## config.mk

```make
export PLATFORM = sky130hd
export DESIGN_NAME = ram_port_sequencer
export DESIGN_NICKNAME = d
export VERILOG_FILES = /design/src/rtl/ram_port_sequencer.sv
export SDC_FILE = /design/constraint.sdc
export NUM_CORES = 1
export LEC_CHECK = 0
export CAP_MARGIN = 0
export CORE_AREA = 5 5 63 107
export CTS_BUF_LIST = sky130_fd_sc_hd__clkbuf_4 sky130_fd_sc_hd__clkbuf_8
export CTS_CLUSTER_SIZE = 12
export DETAILED_ROUTE_END_ITERATION = 10
export DIE_AREA = 0 0 68 112
export PLACE_DENSITY = 0.9
export SYNTH_ARGS = -nofsm -noshare
export SYNTH_HDL_FRONTEND = slang
export SYNTH_SLANG_ARGS = --single-unit
```

## constraint.sdc

```tcl
create_clock -name clka -period 5.6 [get_ports clka]
set_input_delay 0.84 -clock clka [delete_from_list [all_inputs] [get_ports clka]]
set_output_delay 0.84 -clock clka [all_outputs]
set_load 0.01 [all_outputs]
```

## src/rtl/ram_port_sequencer.sv

```systemverilog
// Request/response front-end for a single-port no-change RAM: issues requests to the RAM
// pins, tracks reads through the RAM latency and returns data through a credit-protected FIFO.
module ram_port_sequencer #(
  parameter int    RAM_WIDTH       = 8,
  parameter int    RAM_DEPTH       = 256,
  parameter string RAM_PERFORMANCE = "HIGH_PERFORMANCE",
  parameter int    RSP_DEPTH       = 4,
  localparam int   ADDR_W          = $clog2(RAM_DEPTH)
) (
  input  logic                 clka,
  input  logic                 rsta,
  input  logic                 req_valid,
  output logic                 req_ready,
  input  logic                 req_we,
  input  logic [ADDR_W-1:0]    req_addr,
  input  logic [RAM_WIDTH-1:0] req_wdata,
  output logic                 rsp_valid,
  input  logic                 rsp_ready,
  output logic [RAM_WIDTH-1:0] rsp_data,
  output logic                 ram_ena,
  output logic                 ram_wea,
  output logic [ADDR_W-1:0]    ram_addra,
  output logic [RAM_WIDTH-1:0] ram_dina,
  output logic                 ram_regcea,
  output logic                 ram_rsta,
  input  logic [RAM_WIDTH-1:0] ram_douta
);

  localparam int LAT   = (RAM_PERFORMANCE == "LOW_LATENCY") ? 1 : 2;
  localparam int PTR_W = (RSP_DEPTH > 1) ? $clog2(RSP_DEPTH) : 1;
  localparam int CNT_W = $clog2(RSP_DEPTH + 1);

  localparam logic [CNT_W-1:0] DEPTH_C  = CNT_W'(RSP_DEPTH);
  localparam logic [PTR_W-1:0] PTR_LAST = PTR_W'(RSP_DEPTH - 1);

  logic [LAT:0]           rd_pipe;
  logic [RAM_WIDTH-1:0]   fifo_mem [RSP_DEPTH];
  logic [PTR_W-1:0]       wr_ptr, rd_ptr, wr_ptr_nxt, rd_ptr_nxt;
  logic [CNT_W-1:0]       count, credit;
  logic [RAM_WIDTH-1:0]   head_nxt;
  logic                   accept, rd_accept, push, pop;

  // Credit covers every read from acceptance until its response is popped,
  // so the FIFO can always absorb whatever is still in the RAM pipeline.
  assign req_ready = !rsta && (credit < DEPTH_C);
  assign accept    = req_valid && req_ready;
  assign rd_accept = accept && !req_we;
  assign push      = rd_pipe[LAT];
  assign rsp_valid = (count != '0);
  assign pop       = rsp_valid && rsp_ready;

  assign ram_rsta   = rsta;
  assign ram_regcea = (LAT == 2) ? rd_pipe[1] : 1'b0;

  always_ff @(posedge clka) begin
    if (rsta) begin
      ram_ena   <= 1'b0;
      ram_wea   <= 1'b0;
      ram_addra <= '0;
      ram_dina  <= '0;
    end else begin
      ram_ena <= accept;
      ram_wea <= accept && req_we;
      if (accept) begin
        ram_addra <= req_addr;
        ram_dina  <= req_wdata;
      end
    end
  end

  always_ff @(posedge clka) begin
    if (rsta) rd_pipe <= '0;
    else      rd_pipe <= {rd_pipe[LAT-1:0], rd_accept};
  end

  always_ff @(posedge clka) begin
    if (rsta) begin
      credit <= '0;
    end else begin
      case ({rd_accept, pop})
        2'b10:   credit <= credit + CNT_W'(1);
        2'b01:   credit <= credit - CNT_W'(1);
        default: credit <= credit;
      endcase
    end
  end

  always_comb begin
    wr_ptr_nxt = wr_ptr;
    rd_ptr_nxt = rd_ptr;
    if (push) wr_ptr_nxt = (wr_ptr == PTR_LAST) ? '0 : wr_ptr + PTR_W'(1);
    if (pop)  rd_ptr_nxt = (rd_ptr == PTR_LAST) ? '0 : rd_ptr + PTR_W'(1);
  end

  // The registered head follows the entry that will sit at the read pointer next
  // cycle; an incoming word only becomes the head when the FIFO is about to be empty.
  always_comb begin
    head_nxt = rsp_data;
    if (push && ((count == '0) || (pop && count == CNT_W'(1))))
      head_nxt = ram_douta;
    else if (pop && (count > CNT_W'(1)))
      head_nxt = fifo_mem[rd_ptr_nxt];
  end

  always_ff @(posedge clka) begin
    if (push && !rsta) fifo_mem[wr_ptr] <= ram_douta;
  end

  always_ff @(posedge clka) begin
    if (rsta) begin
      wr_ptr   <= '0;
      rd_ptr   <= '0;
      count    <= '0;
      rsp_data <= '0;
    end else begin
      wr_ptr   <= wr_ptr_nxt;
      rd_ptr   <= rd_ptr_nxt;
      rsp_data <= head_nxt;
      case ({push, pop})
        2'b10:   count <= count + CNT_W'(1);
        2'b01:   count <= count - CNT_W'(1);
        default: count <= count;
      endcase
    end
  end

`ifndef SYNTHESIS
  a_credit_bound: assert property (@(posedge clka) disable iff (rsta)
    credit <= DEPTH_C);
  a_no_push_full: assert property (@(posedge clka) disable iff (rsta)
    !(push && count == DEPTH_C));
  a_rsp_stable: assert property (@(posedge clka) disable iff (rsta)
    (rsp_valid && !rsp_ready) |=> $stable(rsp_data));
`endif

endmodule

```

# [Word-level counts from Yosys, hierarchy flattened]
# Memories as Yosys holds them, arrays and structs flattened.
# Cells that the tools add are included.
[word_totals] regBits=39 ramBits=32 inputBits=29 output_inout_bits=30 elab_cells=52 memories=1
[mem_list] memory="fifo_mem" depth=4 width=8 rd=1 rd_clocked_by_memory_dff=0 wr=1 line="37" text="logic [RAM_WIDTH-1:0] fifo_mem [RSP_DEPTH];"
[classes] addsub=6 n_lt_le_gt_ge=2 n_eq_ne=7 muxes=9 n_reduce_logical=17
[ops] operator="2-to-1 mux 8 bit" n=2
[ops] operator="case mux 3 bit (2 select lines)" n=2
[ops] operator="logical AND 1 bit" n=9
[ops] operator="equality test 2 bit, second input constant" n=4
[ops] operator="adder 3 x 1 -> 3 bit, second input constant" n=2
[ops] operator="2-to-1 mux 2 bit" n=3
[ops] operator="nonzero test 2 bit" n=3
[ops] operator="subtractor 3 x 1 -> 3 bit, second input constant" n=2
[ops] operator="adder 2 x 1 -> 2 bit, second input constant" n=2
[ops] operator="equality test 2 x 1 -> 1 bit, second input constant" n=2
[ops] operator="equality test 3 x 1 -> 1 bit, second input constant" n=1
[ops] operator="> comparator 3 x 1 -> 1 bit, second input constant" n=1
[ops] operator="zero test 3 bit" n=1
[ops] operator="less-than comparator 3 bit, second input constant" n=1
[ops] operator="nonzero test 3 bit" n=1
[ops] operator="zero test 1 bit" n=2
[ops] operator="2-to-1 mux 1 bit" n=2
[ops] operator="logical OR 1 bit" n=1

# [Depth between registers and ports, before layout]
[logic_depth] depth_word=6 ltp_mapped=11

# [Worst setup path after synthesis]
# OpenSTA, ideal clock, no wires.
[synth_timing] kind="input to register" startpoint="input rsta" endpoint="register credit[2]" setup_time_ns=0.070 arrival_ns=2.520 setup_slack_ns=3.010 stages=11 n_path_buf=1 path_cell_list="nor2_1 -> and2_1 -> clkbuf_1 -> nor2b_1 -> inv_2 -> ha_1 -> inv_1 -> fa_1 -> xor2_1 -> or3_1 -> a21oi_1"
[synth_via] elab_chain_len=6
[synth_lines] element="start: declaration" line="11" text="input logic rsta,"
[synth_lines] element="zero test 1 bit" line="45" text="assign req_ready = !rsta && (credit < DEPTH_C);"
[synth_lines] element="logical AND 1 bit" line="45"
[synth_lines] element="logical AND 1 bit" line="46" text="assign accept = req_valid && req_ready;"
[synth_lines] element="logical AND 1 bit" line="47" text="assign rd_accept = accept && !req_we;"
[synth_lines] element="equality test 2 x 1 -> 1 bit or equality test 2 bit (tied branches)" line="80" text="case ({rd_accept, pop})"
[synth_lines] element="case mux 3 bit (2 select lines) or nonzero test 2 bit (tied branches)"
[synth_lines] element="end signal: assignment" line="81" text="2'b10: credit <= credit + CNT_W'(1);"
[synth_lines] element="end signal: assignment" line="82" text="2'b01: credit <= credit - CNT_W'(1);"
[synth_lines] element="end signal: assignment" line="83" text="default: credit <= credit;"
[synth_lines] element="end: declaration" line="39" text="logic [CNT_W-1:0] count, credit;"
# Parallel ways exist; a longest one is shown, timed or not.
# A chain may end at the register's enable or synchronous reset.

# [Final worst setup path]
# Ends and elaborated chain as after synthesis.

==> impl_metrics.toml <==
[clocking]
path_clk_slew_ps = 80
clockBufferDepth = 2
htree_num_levels = 3
postCtsSetupBuffers = 0
clk_latency_ps = 350
cts_tree = "built"
cts_buffers = 9
postCtsHoldBufs = 0
root_buffer = "clkbuf_8"
cts_num_sinks = 71
cts_resized = 0

[critical_path]
cp_num_buf_inv = 3
reg2reg_from = "credit[2]$_SDFFE_PP0P_"
crit_family = "simple AND/OR/NAND/NOR gates"
worst-setup-path-type = "in2reg"
critPathLaunch = "rsta"
critPathMaxFanout = 34
slowest_delay_ps = 780
crit_end = "credit[2]$_SDFFE_PP0P_"
critPathLaunchType = "input pin"
slowest_stage = "and2_1"
reg2reg_depth = 10
reg2reg_setup_slack_ps = 2930
worstPathArrival_ps = 3520
path_depth = 11
r2r_end = "credit[2]$_SDFFE_PP0P_"
endpoint_kind = "flop"
cp.required_ps = 5880
path_cells = "clkdlybuf4s50_1, nor2_1, and2_1, nor2b_1, inv_2, ha_1, inv_1, fa_1, xor2_1, or3_1, a21oi_1"

[synth]
synth_area_leaders = "edfxtp_1, dfxtp_1, ha_1"
async_flop_share_pct = 0
synth.avg_cell_area_um2 = 11.1
syn_nets = 332
synth_warnings = 0
synth_flop_cell = "dfxtp_1"
synthCells = 291
synth_most_common_cell = "dfxtp_1"
synth_cell_types = 47
synth_seq_cells = 71
yosys.area.top_type_share_pct = 29.7
synth_top_area_cell = "edfxtp_1"
synth_area_um2 = 3230
synth_edf_count = 32
ys_top_cells_by_count = "dfxtp_1, edfxtp_1, nand2_1"
ys_seq_area_share_pct = 53.9

[floorplan]
io_pins = 59
die-area_um2 = 7620
die_w_um = 68
initial_core_util_pct = 55.9
coreArea_um2 = 5790
die_y_um = 112
row_count = 37

[power]
p_comb_share_pct = 30.0
seq_power_share_pct = 43.2
p_int_mw = 0.940
p_clk_share_pct = 26.9
power_density_nw_per_um2 = 357
swShare_pct = 33.3
p_switching_mw = 0.470
ir_drop_mv = 0.260
power.leakage_nw = 1.39

[grt]
antenna_found_initial = 0
overflow = 0
grt_usage_pct = 19.1
grt_pass1_vias = 2391
grt_max_degree = 40
grt_pass1_wl_mm = 10.8

[drt]
wl_mm = 6.54
post-route-drc-count = 0
vias = 2336
drtIter0Drc = 215
wl_per_cell_um = 15.4
vias_per_cell = 5.50
ant_nets = 0
drtPass1Iterations = 5

[final_layout]
fin_nets = 383
area_growth_pct = 22.1
drive_gt1_share_pct = 9.22
post-route-cell-area_um2 = 3950
num_antenna_cells = 0
fin_util_pct = 68.2

[place]
dp_hpwl_mm = 4.57
dpl_cell_area_um2 = 3760
place.port_buffers = 58
gp_congestion = 0.801

[timing]
setup_violations = 0
fmax_ghz = 0.309
rsz0062_at_grt = "no"
post-route-min-period_ps = 3230
hold_viol = 0
slew-limit-headroom_pct = 29.0
worstMarginPinSlew_ps = 1060
drv_slew = 0
clock-skew-final_ps = 8.26
finalCritPeriodShare_pct = 57.7
hold_ws_ps = 451
finalSetupTns_ps = 0

[status]
outcome = "complete, no violations"

[flow_run]
max_cap_viol_count = 0

[min_path]
min_path_type = "reg2reg"
==> sequential cells by signal, indices dropped and copies added, names as in the netlist <==
register / cells
count: 3
fifo_mem: 32
rd_pipe: 3
ram_wea: 1
ram_addra: 8
credit: 3
wr_ptr: 2
ram_dina: 8
ram_ena: 1
rd_ptr: 2
rsp_data: 8
==> cell usage in the layout, fill, tap and decap left out, types with 2 or more instances in the layout <==
cell,count
xor2_1,4
nand2_1,28
inv_6,2
a2bb2oi_1,7
o211ai_1,14
o21ai_0,2
a211oi_1,2
nor2_1,12
dfxtp_1,39
inv_8,2
and2_1,5
a31oi_1,8
clkdlybuf4s50_1,58
inv_1,6
a21oi_1,5
clkinvlp_4,2
a21boi_1,14
a22o_1,2
inv_2,4
mux2i_1,2
clkbuf_8,9
and3_1,14
or3_1,3
nand4b_1,2
nor2b_1,3
edfxtp_1,32
nand2b_1,18
nand4_1,2
ha_1,11
o21ai_1,17
==> cell type report <==
cell class                      count  area [um2]
Multi-Input combinational cell    190        1290
Timing Repair Buffer               59         588
Sequential cell                    71        1740
Fill cell                         426        1840
Clock inverter                      7        63.8
Inverter                           11        43.8
Tap cell                           78        97.6
Clock buffer                        9         124
==> power by group through the flow <==
stage | Clock [mW] | Combinational (mW) | Sequential (mW)
detailed placement | 0 | 0.423 | 0.620
CTS | 0.385 | 0.425 | 0.609
global route | 0.412 | 0.465 | 0.614
global placement | 0 | 0.406 | 0.618
finish | 0.379 | 0.423 | 0.609
floorplan | 0 | 0.293 | 0.623
==> kinds of logic after synthesis <==
kind of cell / after synthesis / share of synthesized area [%]
multiplexers: 4 / 1.78
flip-flops: 71 / 53.9
AND/OR/NAND/NOR: 94 / 16.1
adder cells (fa/ha/maj): 12 / 4.88
AO/OA/AOI/OAI: 76 / 16.0
XOR/XNOR: 4 / 1.08
buffers and inverters: 30 / 6.31
==> worst reg2reg max path, delay by kind of cell (launching register included) <==
family                     cells  cell delay (ps)
and+or+nand+nor                4             1540
adders and majority gates      2              400
DFF                            1              340
AOI/OAI and AO/OA              1              140
buffers and inverters          2              120
xor gates and xnor gates       1               80
==> worst min path at each step <==
stage | start | endpoint | depth (start not counted)
4_1_cts | rd_pipe[0]$_SDFF_PP0_ | rd_pipe[1]$_SDFF_PP0_ | 1
6_report | rd_pipe[0]$_SDFF_PP0_ | rd_pipe[1]$_SDFF_PP0_ | 1
5_1_grt | rd_pipe[0]$_SDFF_PP0_ | rd_pipe[1]$_SDFF_PP0_ | 1
3_5_place_dp | rd_pipe[0]$_SDFF_PP0_ | rd_pipe[1]$_SDFF_PP0_ | 1
3_3_place_gp | rd_pipe[1]$_SDFF_PP0_ | rd_pipe[2]$_SDFF_PP0_ | 1
2_1_floorplan | rd_pipe[0]$_SDFF_PP0_ | rd_pipe[1]$_SDFF_PP0_ | 1
==> metal layers <==
layer,routed length [um],GRT usage (%),vias up
met5,0,0,-
met4,244,10.8,0
met3,472,7.67,19
met2,3470,32.2,83
met1,2350,19.1,1093
li1,-,-,1141
==> stage by stage <==
| step | instances | power, mW | setup WS, ps |
|---|---|---|---|
| after floorplan | 291 | 0.916 | 3010 |
| after global placement | 409 | 1.02 | 2110 |
| after detailed placement | 409 | 1.04 | 1980 |
| after CTS | 425 | 1.42 | 2340 |
| after global routing | 425 | 1.49 | 2150 |
| final | 425 | 1.41 | 2370 |
(Power assumes the default switching activity.)
